[src/rtl/nzcv_flag_unit.sv]
// nzcv_flag_unit: EX-stage producer of N/Z/C/V condition flags.
// New flags are held in a one-deep pending register, then committed to the
// architectural status register. cond_state forwards the pending entry so a
// conditional instruction immediately behind a flag-setter sees its result.
module nzcv_flag_unit #(
    parameter int WIDTH = 32
) (
    input  logic             clk,
    input  logic             rst_n,
    input  logic             ex_valid,
    input  logic             ex_s_bit,
    input  logic [3:0]       ex_opcode,
    input  logic [WIDTH-1:0] ex_op_a,
    input  logic [WIDTH-1:0] ex_op_b,
    input  logic             ex_shift_carry,
    input  logic             msr_en,
    input  logic [3:0]       msr_data,
    input  logic             stall,
    input  logic             flush,
    output logic [3:0]       cond_state,
    output logic [3:0]       status_q,
    output logic             pend_valid
);

    localparam logic [3:0] OP_AND = 4'b0000, OP_EOR = 4'b0001, OP_SUB = 4'b0010,
                           OP_RSB = 4'b0011, OP_ADD = 4'b0100, OP_ADC = 4'b0101,
                           OP_SBC = 4'b0110, OP_RSC = 4'b0111, OP_TST = 4'b1000,
                           OP_TEQ = 4'b1001, OP_CMP = 4'b1010, OP_CMN = 4'b1011,
                           OP_ORR = 4'b1100, OP_MOV = 4'b1101, OP_BIC = 4'b1110,
                           OP_MVN = 4'b1111;

    logic [3:0]       pend_flags;
    logic [3:0]       cur_flags;
    logic [3:0]       new_flags;
    logic             cap;
    logic             is_arith;
    logic [WIDTH-1:0] x, y, res;
    logic             cin;
    logic [WIDTH:0]   sum;

    // Newest visible flags: pending entry wins over the committed copy.
    assign cur_flags  = pend_valid ? pend_flags : status_q;
    assign cond_state = cur_flags;
    assign cap        = ex_valid & (ex_s_bit | msr_en) & ~stall & ~flush;

    // Adder operand selection; carry-in for ADC/SBC/RSC comes from forwarded C.
    always_comb begin
        is_arith = 1'b1;
        x        = ex_op_a;
        y        = ex_op_b;
        cin      = 1'b0;
        case (ex_opcode)
            OP_ADD, OP_CMN: begin x = ex_op_a; y = ex_op_b;  cin = 1'b0;         end
            OP_ADC:         begin x = ex_op_a; y = ex_op_b;  cin = cur_flags[1]; end
            OP_SUB, OP_CMP: begin x = ex_op_a; y = ~ex_op_b; cin = 1'b1;         end
            OP_SBC:         begin x = ex_op_a; y = ~ex_op_b; cin = cur_flags[1]; end
            OP_RSB:         begin x = ex_op_b; y = ~ex_op_a; cin = 1'b1;         end
            OP_RSC:         begin x = ex_op_b; y = ~ex_op_a; cin = cur_flags[1]; end
            default:        is_arith = 1'b0;
        endcase
    end

    assign sum = {1'b0, x} + {1'b0, y} + {{WIDTH{1'b0}}, cin};

    // Result selection and flag formation; logical ops keep V and take C from the shifter.
    always_comb begin
        res       = sum[WIDTH-1:0];
        new_flags = cur_flags;
        if (!is_arith) begin
            case (ex_opcode)
                OP_AND, OP_TST: res = ex_op_a & ex_op_b;
                OP_EOR, OP_TEQ: res = ex_op_a ^ ex_op_b;
                OP_ORR:         res = ex_op_a | ex_op_b;
                OP_MOV:         res = ex_op_b;
                OP_BIC:         res = ex_op_a & ~ex_op_b;
                OP_MVN:         res = ~ex_op_b;
                default:        res = sum[WIDTH-1:0];
            endcase
        end
        if (msr_en) begin
            new_flags = msr_data;
        end else if (is_arith) begin
            new_flags[3] = res[WIDTH-1];
            new_flags[2] = (res == '0);
            new_flags[1] = sum[WIDTH];
            new_flags[0] = (x[WIDTH-1] == y[WIDTH-1]) & (res[WIDTH-1] != x[WIDTH-1]);
        end else begin
            new_flags[3] = res[WIDTH-1];
            new_flags[2] = (res == '0);
            new_flags[1] = ex_shift_carry;
            new_flags[0] = cur_flags[0];
        end
    end

    // Pending capture and commit; flush drops the pending entry without committing.
    always_ff @(posedge clk) begin
        if (!rst_n) begin
            status_q   <= 4'b0000;
            pend_flags <= 4'b0000;
            pend_valid <= 1'b0;
        end else begin
            if (pend_valid && !flush)
                status_q <= pend_flags;
            if (cap)
                pend_flags <= new_flags;
            pend_valid <= cap;
        end
    end

endmodule

[config.mk]
export PLATFORM = sky130hd
export DESIGN_NAME = nzcv_flag_unit
export DESIGN_NICKNAME = d
export VERILOG_FILES = /design/src/rtl/nzcv_flag_unit.sv
export SDC_FILE = /design/constraint.sdc
export NUM_CORES = 1
export LEC_CHECK = 0
export ABC_CLOCK_PERIOD_IN_PS = 7920
export BUFFER_PORTS_ARGS = -buffer_cell sky130_fd_sc_hd__buf_2
export CAP_MARGIN = 20
export CORE_AREA = 2 2 97 99
export DETAILED_ROUTE_END_ITERATION = 8
export DIE_AREA = 0 0 99 101
export PLACE_DENSITY_LB_ADDON = 0.15
export SLEW_MARGIN = 20
export SYNTH_ARGS = -nofsm -noshare
export SYNTH_HDL_FRONTEND = slang
export SYNTH_SLANG_ARGS = --single-unit
[constraint.sdc]
create_clock -name clk -period 7.92 [get_ports clk]
set_input_delay 1.584 -clock clk [delete_from_list [all_inputs] [get_ports clk]]
set_output_delay 1.584 -clock clk [all_outputs]
set_load 0.005 [all_outputs]
==> results of run 1 <==
-- layer usage --
layer,vias up,part of all wire,GRT usage
li1,2979,-,-
met1,2839,0.42,0.472
met2,335,0.45,0.567
met3,62,0.080,0.0153
met4,0,0.053,0.178
met5,-,0,0
-- cell families after synthesis --
family,count (synthesis)
AO/OA/AOI/OAI,301
AND/OR/NAND/NOR,247
buffers and inverters,123
adder cells (fa/ha/maj),65
XOR/XNOR,27
multiplexers,9
flip-flops,9
-- metrics by stage --
step                cell area [um^2]  total power, mW  cells   util  hold slack [ps]
floorplan                       4830            0.353    781      -              447
global placement                5320            0.470    949  0.593              463
detailed placement              5320            0.479    949  0.593              471
CTS                             5370            0.536    953  0.598              478
global route                    5370            0.592    953  0.598              515
finish                          5370            0.547    953  0.598              473
-- flip-flops by register name, summed over array words and instances (netlist names) --
| register | flops |
|---|---|
| pend_flags | 4 |
| pend_valid | 1 |
| status_q | 4 |
-- power by group --
group	switching [mW]	leakage, nW	internal (mW)
Sequential	0.000936	0.0728	0.0464
Clock	0.0197	0.0255	0.0344
Combinational	0.278	2.40	0.167
Total	0.299	2.50	0.248
-- cell type report --
class	count	area, um^2
fill	867	3610
tap	111	139
clock inverter	1	5.00
clock buffer	3	41.3
inverter	84	315
multi-input combinational	649	4190
sequential	9	180
timing repair buffer	96	500
-- cell usage after synthesis (all sizes together), types with 8 or more instances --
cell | number | area, um^2
clkbuf | 29 | 109
o21ai | 112 | 561
nor3 | 15 | 75.1
nand3 | 16 | 80.1
inv | 84 | 315
ha | 63 | 788
a21oi | 83 | 419
nand2 | 84 | 315
a31oi | 16 | 100
buf | 10 | 48.8
nand4 | 18 | 113
nor2 | 61 | 229
o22ai | 8 | 50.1
xnor2 | 24 | 210
nor2b | 9 | 56.3
and2 | 8 | 50.1
dfxtp | 9 | 180
-- how the worst max path moves through the flow --
stage               depth (start not counted)       endpoint  slack [ps]          from
floorplan                                  19  pend_flags[2]        1590  ex_opcode[0]
finish                                     15  pend_flags[2]        1390  ex_opcode[0]
detailed placement                         15  pend_flags[2]        1240  ex_opcode[0]
CTS                                        15  pend_flags[2]        1460  ex_opcode[0]
global route                               15  pend_flags[2]        1050  ex_opcode[0]
global placement                           15  pend_flags[2]        1390  ex_opcode[0]
-- worst max-delay path, delay by kind of cell --
kind | cells | cell delay, ps
simple gates | 3 | 1370
buf+inv | 1 | 470
compound gates | 9 | 2240
fa+ha+maj | 2 | 1010
==> flow_summary.toml, run 1 <==
[logic_synthesis]
synth_cell_types = 70
synth_cells = 781
syn_nets = 926
synth_top_family_by_area = "compound AO/OA/AOI/OAI gates"
synth_xor_area_frac = 0.0490
synth_seq_cells = 9
yosysSeqAreaShare = 0.0373
ys.flop_type = "dfxtp_1"
synth_mux_area_frac = 0.0200
yosys_warnings = 0
synth_compound_area_frac = 0.379
yosys.area_share.simple = 0.245
synth_fa_ha_area_frac = 0.172
synth_edf_count = 0
netlist_area_mm2 = 0.00483
postSynthAreaPerCell_um2 = 6.18
synthArstFlopShare = 0

[clock_tree]
clock_latency_ps = 230
clock-root-buffer = "clkbuf_8"
cts_resized = 0
postCtsSetupRepairBufs = 0
cts_buffers = 3
h-tree-depth = 1
clkTransAtPathRegs_ps = 50
cts_tree = "done"
cts_hold_buf = 0
cts.sinks = 9
cts_buffer_depth = 2

[sta]
hold_viol = 0
slew_viol_final = 0
rsz0062_at_grt = "false"
finalCritPeriodShare = 0.825
period_needed_ps = 6530
setup_ws_ps = 1390
skew_ps = 2.03
setup_violations = 0
fmax_ghz = 0.153
tns_ps = 0
slew_headroom = 0.583
tightest_slew_ps = 625

[critical_path]
crit_chain = "buf_2 > nand3_2 > nand2_1 > o21ai_0 > fa_1 > fa_1 > a211o_1 > a211o_1 > a21oi_2 > a21oi_1 > or4_1 > a2111o_1 > a2111oi_2 > o2111ai_1 > a31oi_1"
worst_setup_path_start_kind = "input pin"
critPathMaxFanout = 37
r2r_start = "pend_valid"
critPathMaxStageDelay_ps = 600
crit-reg2reg-capture = "pend_flags[2]"
end_kind = "flop"
crit_type = "in -> reg"
required_ps = 8080
ff2ff_setup_slack_ps = 2950
crit_arrival_ps = 6700
reg2reg_depth = 14
cpMaxStageDelayCell = "nand3_2"

[routing]
dr_total_vias = 6215
wirelength_mm = 18.0
drt-wirelength-per-cell_um = 18.8
avgViaCountPerCell = 6.52
first_iter_violations = 546
drt_drc_violations_left = 0
dr.pass1.iters = 5
postRouteAntennaNets = 0

[power]
leakagePower_nw = 2.50
ir_drop_uv = 54.3
power_density_mw_per_mm2 = 102

[placed_design]
hpwlAfterDp_mm = 14.7
port_buffers = 88
gp_congestion = 1.04
dp_slack_ps = 1240

[floorplan]
rows = 35
core_mm2 = 0.00898
start_util = 0.538
pin_count = 89
die_h_um = 101
fp.dieArea_mm2 = 0.0100
chipWidth_um = 99

[final_layout]
final_cell_mix = "106 x o21ai_0, 88 x buf_2, 84 x inv_1, 84 x nand2_1, 82 x a21oi_1"
layout_commonest_cell = "o21ai_0"
diodes = 0
area_growth_pct = 11.1
fin_nets = 988
layout-drive-gt1-share = 0.135

[flow_run]
drv_cap = 0

[min_path]
hp-start = "status_q[0]"
hold_depth = 2
hold_class = "reg -> reg"
hold_path_end = "status_q[0]"

[grt]
antenna_found_initial = 0
grtUsageTotal = 0.349
grt_pass1_wl_mm = 28.3
grt_max_degree = 63
grt-ovfl-total = 0
first_global_vias = 5475

[run_status]
status = "finished, final reports clean"
Note: power is estimated with default switching activity, not from simulation.
==> run 2: changes to the inputs <==
--- a/config.mk
+++ b/config.mk
@@ -5,12 +5,12 @@
 export SDC_FILE = /design/constraint.sdc
 export NUM_CORES = 1
 export LEC_CHECK = 0
-export ABC_CLOCK_PERIOD_IN_PS = 7920
+export ABC_CLOCK_PERIOD_IN_PS = 5450
 export BUFFER_PORTS_ARGS = -buffer_cell sky130_fd_sc_hd__buf_2
 export CAP_MARGIN = 20
-export CORE_AREA = 2 2 97 99
+export CORE_AREA = 2 2 99 101
 export DETAILED_ROUTE_END_ITERATION = 8
-export DIE_AREA = 0 0 99 101
+export DIE_AREA = 0 0 101 103
 export PLACE_DENSITY_LB_ADDON = 0.15
 export SLEW_MARGIN = 20
 export SYNTH_ARGS = -nofsm -noshare
==> constraint.sdc (replaced) <==
create_clock -name clk -period 5.45 [get_ports clk]
set_input_delay 1.09 -clock clk [delete_from_list [all_inputs] [get_ports clk]]
set_output_delay 1.09 -clock clk [all_outputs]
set_load 0.005 [all_outputs]
==> run 2 against run 1 <==
Worst setup slack got worse by 1100 ps. Clock skew decreased by 1.8 ps. Total power increased by 49%. Die area increased by 4.0%. Critical endpoint unchanged. Worst hold slack improved by 6.0 ps.
==> flow_summary.toml, run 2 (synthesis gave the netlist of run 1 again) <==
[grt]
antenna_found_initial = 0
grtUsageMet3 = 0.0353
first_global_vias = 5719
grt_pass1_wl_mm = 28.6
gr-usage-met2 = 0.580
grtUsageMet1 = 0.440
grt-ovfl-total = 0
top_usage_layer = "met2"
grt_max_degree = 40
grtUsageTotal = 0.348

[critical_path]
ff2ff_setup_slack_ps = 700
reg2reg_depth = 14
critPathMaxFanout = 8
crit_arrival_ps = 5360
end_kind = "flop"
required_ps = 5610
worst_setup_path_start_kind = "input pin"
crit-reg2reg-capture = "pend_flags[2]"
crit_type = "in -> reg"
r2r_start = "pend_valid"

[final_layout]
layout_commonest_cell = "o21ai_0"
reg_top3 = "pend_flags x4, status_q x4, pend_valid x1"
utilization = 0.583
instances_no_fill = 974
fin_nets = 1006
diodes = 0
nFillCells = 930
area_growth_pct = 14.3
layout-drive-gt1-share = 0.155
final_cell_mix = "106 x o21ai_0, 88 x buf_2, 84 x inv_1, 84 x nand2_1, 82 x a21oi_1"

[min_path]
hp-start = "pend_flags[0]"
hold_class = "reg -> reg"
hold_path_end = "status_q[0]"
hold_depth = 2

[floorplan]
start_util = 0.510
chipWidth_um = 101
rows = 36
fp.dieArea_mm2 = 0.0104
die_h_um = 103
pin_count = 89
core_mm2 = 0.00946

[clock_tree]
cts_buffer_depth = 2
clkTransAtPathRegs_ps = 40
cts.sinks = 9
cts_buffers = 3
clock-root-buffer = "clkbuf_8"
h-tree-depth = 1
cts_hold_buf = 0
clock_latency_ps = 230
postCtsSetupRepairBufs = 0
cts_resized = 0
cts_tree = "done"

[sta]
slew_headroom = 0.504
slew_viol_final = 0
finalCritPeriodShare = 0.954
period_needed_ps = 5200
skew_ps = 0.230
rsz0062_at_grt = "false"
tns_ps = 0
setup_ws_ps = 249
setup_violations = 0
fmax_ghz = 0.192
hold_viol = 0
tightest_slew_ps = 740

[placed_design]
hpwlAfterDp_mm = 15.3
dp_slack_ps = 0.191
gp_congestion = 0.986
dp_cells = 970
port_buffers = 88

[flow_run]
drv_cap = 0

[power]
power_density_mw_per_mm2 = 148
leakagePower_nw = 2.58
ir_drop_uv = 102
power_mw = 0.815

[routing]
dr_total_vias = 6296
postRouteAntennaNets = 0
wirelength_mm = 18.5
dr.pass1.iters = 6
drt-wirelength-per-cell_um = 19.0
first_iter_violations = 465
avgViaCountPerCell = 6.46
drt_drc_violations_left = 0

[run_status]
status = "finished, final reports clean"
[run 2: worst max-delay path by stage]
stage	startpoint	to	cells after the start
after floorplan	ex_opcode[1]	pend_flags[2]	18
after global placement	ex_opcode[3]	pend_flags[2]	17
after detailed placement	ex_opcode[3]	pend_flags[2]	18
after CTS	ex_opcode[3]	pend_flags[2]	18
after global routing	ex_opcode[3]	pend_flags[2]	17
final	ex_opcode[3]	pend_flags[2]	17
[run 2: per-stage QoR]
step | hold WS, ps | cell area, um^2
floorplan | 447 | 4870
global placement | 461 | 5470
detailed placement | 468 | 5470
CTS | 477 | 5510
global route | 510 | 5520
finish | 479 | 5520
[run 2: critical path: stages]
cell and delay, ps:
buf_2 100, buf_4 140, inv_1 120, nand3_2 180, nand2_1 110, o21ai_0 120
fa_2 440, fa_1 450, a211o_1 320, a211o_1 380, nand4_1 140, a31oi_1 90
or4_1 460, a2111o_1 330, a2111oi_2 480, o2111ai_1 220, a31oi_1 190
[run 2: routing by layer]
metal / vias up / share of wire
met3: 58 / 0.078
met4: 0 / 0.054
met5: - / 0
li1: 3023 / -
met2: 316 / 0.45
met1: 2899 / 0.42
[run 2: layout make-up]
cell class | instances | area (um^2) | area share
inverter | 84 | 315 | 0.0571
clock buffer | 4 | 45.0 | 0.00816
multi-input combinational | 649 | 4200 | 0.761
timing repair buffer | 114 | 636 | 0.115
tap | 114 | 143 | 0.0258
sequential | 9 | 180 | 0.0326
[run 2: report_power, final]
group | switching, mW | leakage, nW | internal, mW
Clock | 0.0254 | 0.0228 | 0.0509
Combinational | 0.413 | 2.49 | 0.257
Sequential | 0.00149 | 0.0728 | 0.0675
==> run 3: changes to the inputs <==
--- a/config.mk
+++ b/config.mk
@@ -5,13 +5,15 @@
 export SDC_FILE = /design/constraint.sdc
 export NUM_CORES = 1
 export LEC_CHECK = 0
+export ABC_AREA = 1
 export ABC_CLOCK_PERIOD_IN_PS = 5450
 export BUFFER_PORTS_ARGS = -buffer_cell sky130_fd_sc_hd__buf_2
 export CAP_MARGIN = 20
-export CORE_AREA = 2 2 99 101
+export CORE_AREA = 2 2 106 108
 export DETAILED_ROUTE_END_ITERATION = 8
-export DIE_AREA = 0 0 101 103
+export DIE_AREA = 0 0 108 110
 export PLACE_DENSITY_LB_ADDON = 0.15
+export SETUP_SLACK_MARGIN = 0.05
 export SLEW_MARGIN = 20
 export SYNTH_ARGS = -nofsm -noshare
 export SYNTH_HDL_FRONTEND = slang
==> run 3 against run 2 <==
Global-route usage increased by 1.5 points. Critical path depth is 5 higher. Die area rose by 14%. Largest cell class unchanged.
==> flow_summary.toml, run 3 <==
[routing]
dr_total_vias = 7633
drt-wirelength-per-cell_um = 16.4
postRouteAntennaNets = 0
dr.pass1.iters = 6
first_iter_violations = 866
avgViaCountPerCell = 5.83
wirelength_mm = 21.4
drt_drc_violations_left = 0

[floorplan]
pin_count = 89
start_util = 0.527
core_mm2 = 0.0107
chipWidth_um = 108
fp.dieArea_mm2 = 0.0119
die_h_um = 110
rows = 38

[clock_tree]
cts_tree = "done"
cts.sinks = 9
postCtsSetupRepairBufs = 0
h-tree-depth = 1
clock_latency_ps = 240
clkTransAtPathRegs_ps = 50
cts_hold_buf = 0
cts_buffer_depth = 2
cts_buffers = 3
cts_resized = 0
clock-root-buffer = "clkbuf_8"

[final_layout]
layout_commonest_cell = "nand2_1"
reg_top3 = "pend_flags x4, status_q x4, pend_valid x1"
area_growth_pct = 10.6
fin_nets = 1315
final_cell_mix = "334 x nand2_1, 183 x inv_1, 111 x nand3_1"
diodes = 0
layout-drive-gt1-share = 0.0932

[sta]
rsz0062_at_grt = "false"
slew_viol_final = 0
skew_ps = 4.55
tns_ps = 0
setup_violations = 0
fmax_ghz = 0.223
tightest_slew_ps = 969
setup_ws_ps = 968
finalCritPeriodShare = 0.822
hold_viol = 0
period_needed_ps = 4480
slew_headroom = 0.351

[logic_synthesis]
synth_cell_types = 38
postSynthAreaPerCell_um2 = 5.13
yosys_warnings = 0
netlist_area_mm2 = 0.00564
synth_top_cells_by_area = "nand2_1 22%, ha_1 14%, inv_1 12%, nand3_1 9.9%, o21ai_0 7.0%"
synth_edf_count = 0
synth_cells = 1098
synth_common_cells = "334 x nand2_1, 183 x inv_1, 111 x nand3_1"
synth_top_area_share = 0.222
yosysSeqAreaShare = 0.0320
syn_nets = 1243
ys.flop_type = "dfxtp_1"
synth_seq_cells = 9
yosys.area.top_type = "nand2_1"
synthArstFlopShare = 0
yosysMostFrequentCell = "nand2_1"

[power]
ir_drop_uv = 164
p_clk_frac = 0.093
seqPwrFrac = 0.077
p_sw_mw = 0.534
combPwrFrac = 0.830
p_sw_frac = 0.596
p_int_mw = 0.361
power_density_mw_per_mm2 = 144
leakagePower_nw = 3.43

[critical_path]
crit_type = "in -> reg"
crit_arrival_ps = 4650
crit_chain = "buf_2 > inv_1 > nand2_1 > o21ai_2 > o221ai_1 > fa_1 > fa_1 > nand2_1 > nand2_1 > nand3_1 > nand2_1 > nand2_1 > nand2_1 > inv_1 > nand2_1 > nor2_1 > nand3_1 > o21ai_1 > nand2_1 > nor2_1 > nand3_1 > a21oi_1"
r2r_start = "pend_valid"
critPathMaxStageDelay_ps = 600
crit-reg2reg-capture = "pend_flags[2]"
ff2ff_setup_slack_ps = 1990
critPathMaxFanout = 15
cp_top_family = "simple AND/OR/NAND/NOR gates"
reg2reg_depth = 20
worst_setup_path_start_kind = "input pin"
required_ps = 5620
end_kind = "flop"
crit_top_cell = "nand2_1"
cpMaxStageDelayCell = "o21ai_2"
cp_num_buf_inv = 3

[grt]
grt-ovfl-total = 0
grt_pass1_wl_mm = 34.1
antenna_found_initial = 0
grt_max_degree = 64
first_global_vias = 6864
grtUsageTotal = 0.363

[placed_design]
dp_slack_ps = 819
port_buffers = 88
hpwlAfterDp_mm = 17.5
gp_congestion = 1.04

[min_path]
hp-start = "status_q[2]"
hold_depth = 2
hold_path_end = "status_q[2]"
hold_class = "reg -> reg"

[run_status]
status = "finished, final reports clean"

[flow_run]
drv_cap = 0
run 3: cell count changes after synthesis, sizes merged, moves of 21 or more:
| cell | previous run | this run |
|---|---|---|
| nand2 | 84 | 337 |
| inv | 84 | 185 |
| nand3 | 16 | 111 |
| nor2 | 61 | 95 |
| o221ai | 4 | 36 |
| o21ai | 112 | 82 |
| xnor2 | 24 | 2 |
| a21oi | 83 | 62 |
run 3: logic make-up after synthesis:
group	synth area share
buf+inv	0.146
mux	0.00178
compound gates	0.213
fa+ha+maj	0.147
simple gates	0.457
xor+xnor	0.00311
flops	0.0320
run 3: area by class of cell:
class | instances | area, um^2
Clock inverter | 1 | 5.00
Clock buffer | 3 | 41.3
Sequential cell | 9 | 180
Multi-Input combinational cell | 876 | 4640
Fill cell | 1208 | 4470
Tap cell | 140 | 175
Inverter | 186 | 701
Timing Repair Buffer | 94 | 485
run 3: worst register-to-register path, delay by kind of cell, from the launching register on:
kind,cells,cell delay [ps]
fa+ha+maj,2,1110
compound gates,3,480
flops,1,510
simple gates,14,1240
buf+inv,1,50
run 3: power groups by stage:
stage	Clock, mW	Sequential [mW]	Combinational (mW)
2_1_floorplan	0	0.0698	0.502
3_3_place_gp	0	0.0705	0.715
3_5_place_dp	0	0.0705	0.715
4_1_cts	0.0843	0.0691	0.719
5_1_grt	0.0890	0.0693	0.831
6_report	0.0829	0.0692	0.743
run 3: worst max path at each step:
stage               endpoint         start  slack [ps]  depth (start not counted)
2_1_floorplan  pend_flags[2]  ex_opcode[0]        1100                         23
3_3_place_gp   pend_flags[2]  ex_opcode[0]         930                         20
3_5_place_dp   pend_flags[2]  ex_opcode[0]         820                         18
4_1_cts        pend_flags[2]  ex_opcode[0]        1050                         18
5_1_grt        pend_flags[2]  ex_opcode[0]         680                         22
6_report       pend_flags[2]  ex_opcode[0]         970                         22
run 3: routing by layer:
| metal | vias up | wire length, um | share of wire | global-route usage |
|---|---|---|---|---|
| li1 | 3808 | - | - | - |
| met1 | 3299 | 9200 | 0.43 | 0.511 |
| met2 | 467 | 9240 | 0.43 | 0.578 |
| met3 | 59 | 2470 | 0.12 | 0.0635 |
| met4 | 0 | 507 | 0.024 | 0.0852 |
| met5 | - | 0 | 0 | 0 |
run 3: metrics by stage:
step                utilization  hold WS, ps  instances  instance area [um^2]  power [mW]
global route              0.583          482       1309                  6230       0.989
floorplan                     -          455       1098                  5640       0.572
global placement          0.578          449       1305                  6190       0.785
finish                    0.583          462       1309                  6230       0.895
detailed placement        0.578          458       1305                  6190       0.786
CTS                       0.583          467       1309                  6230       0.873
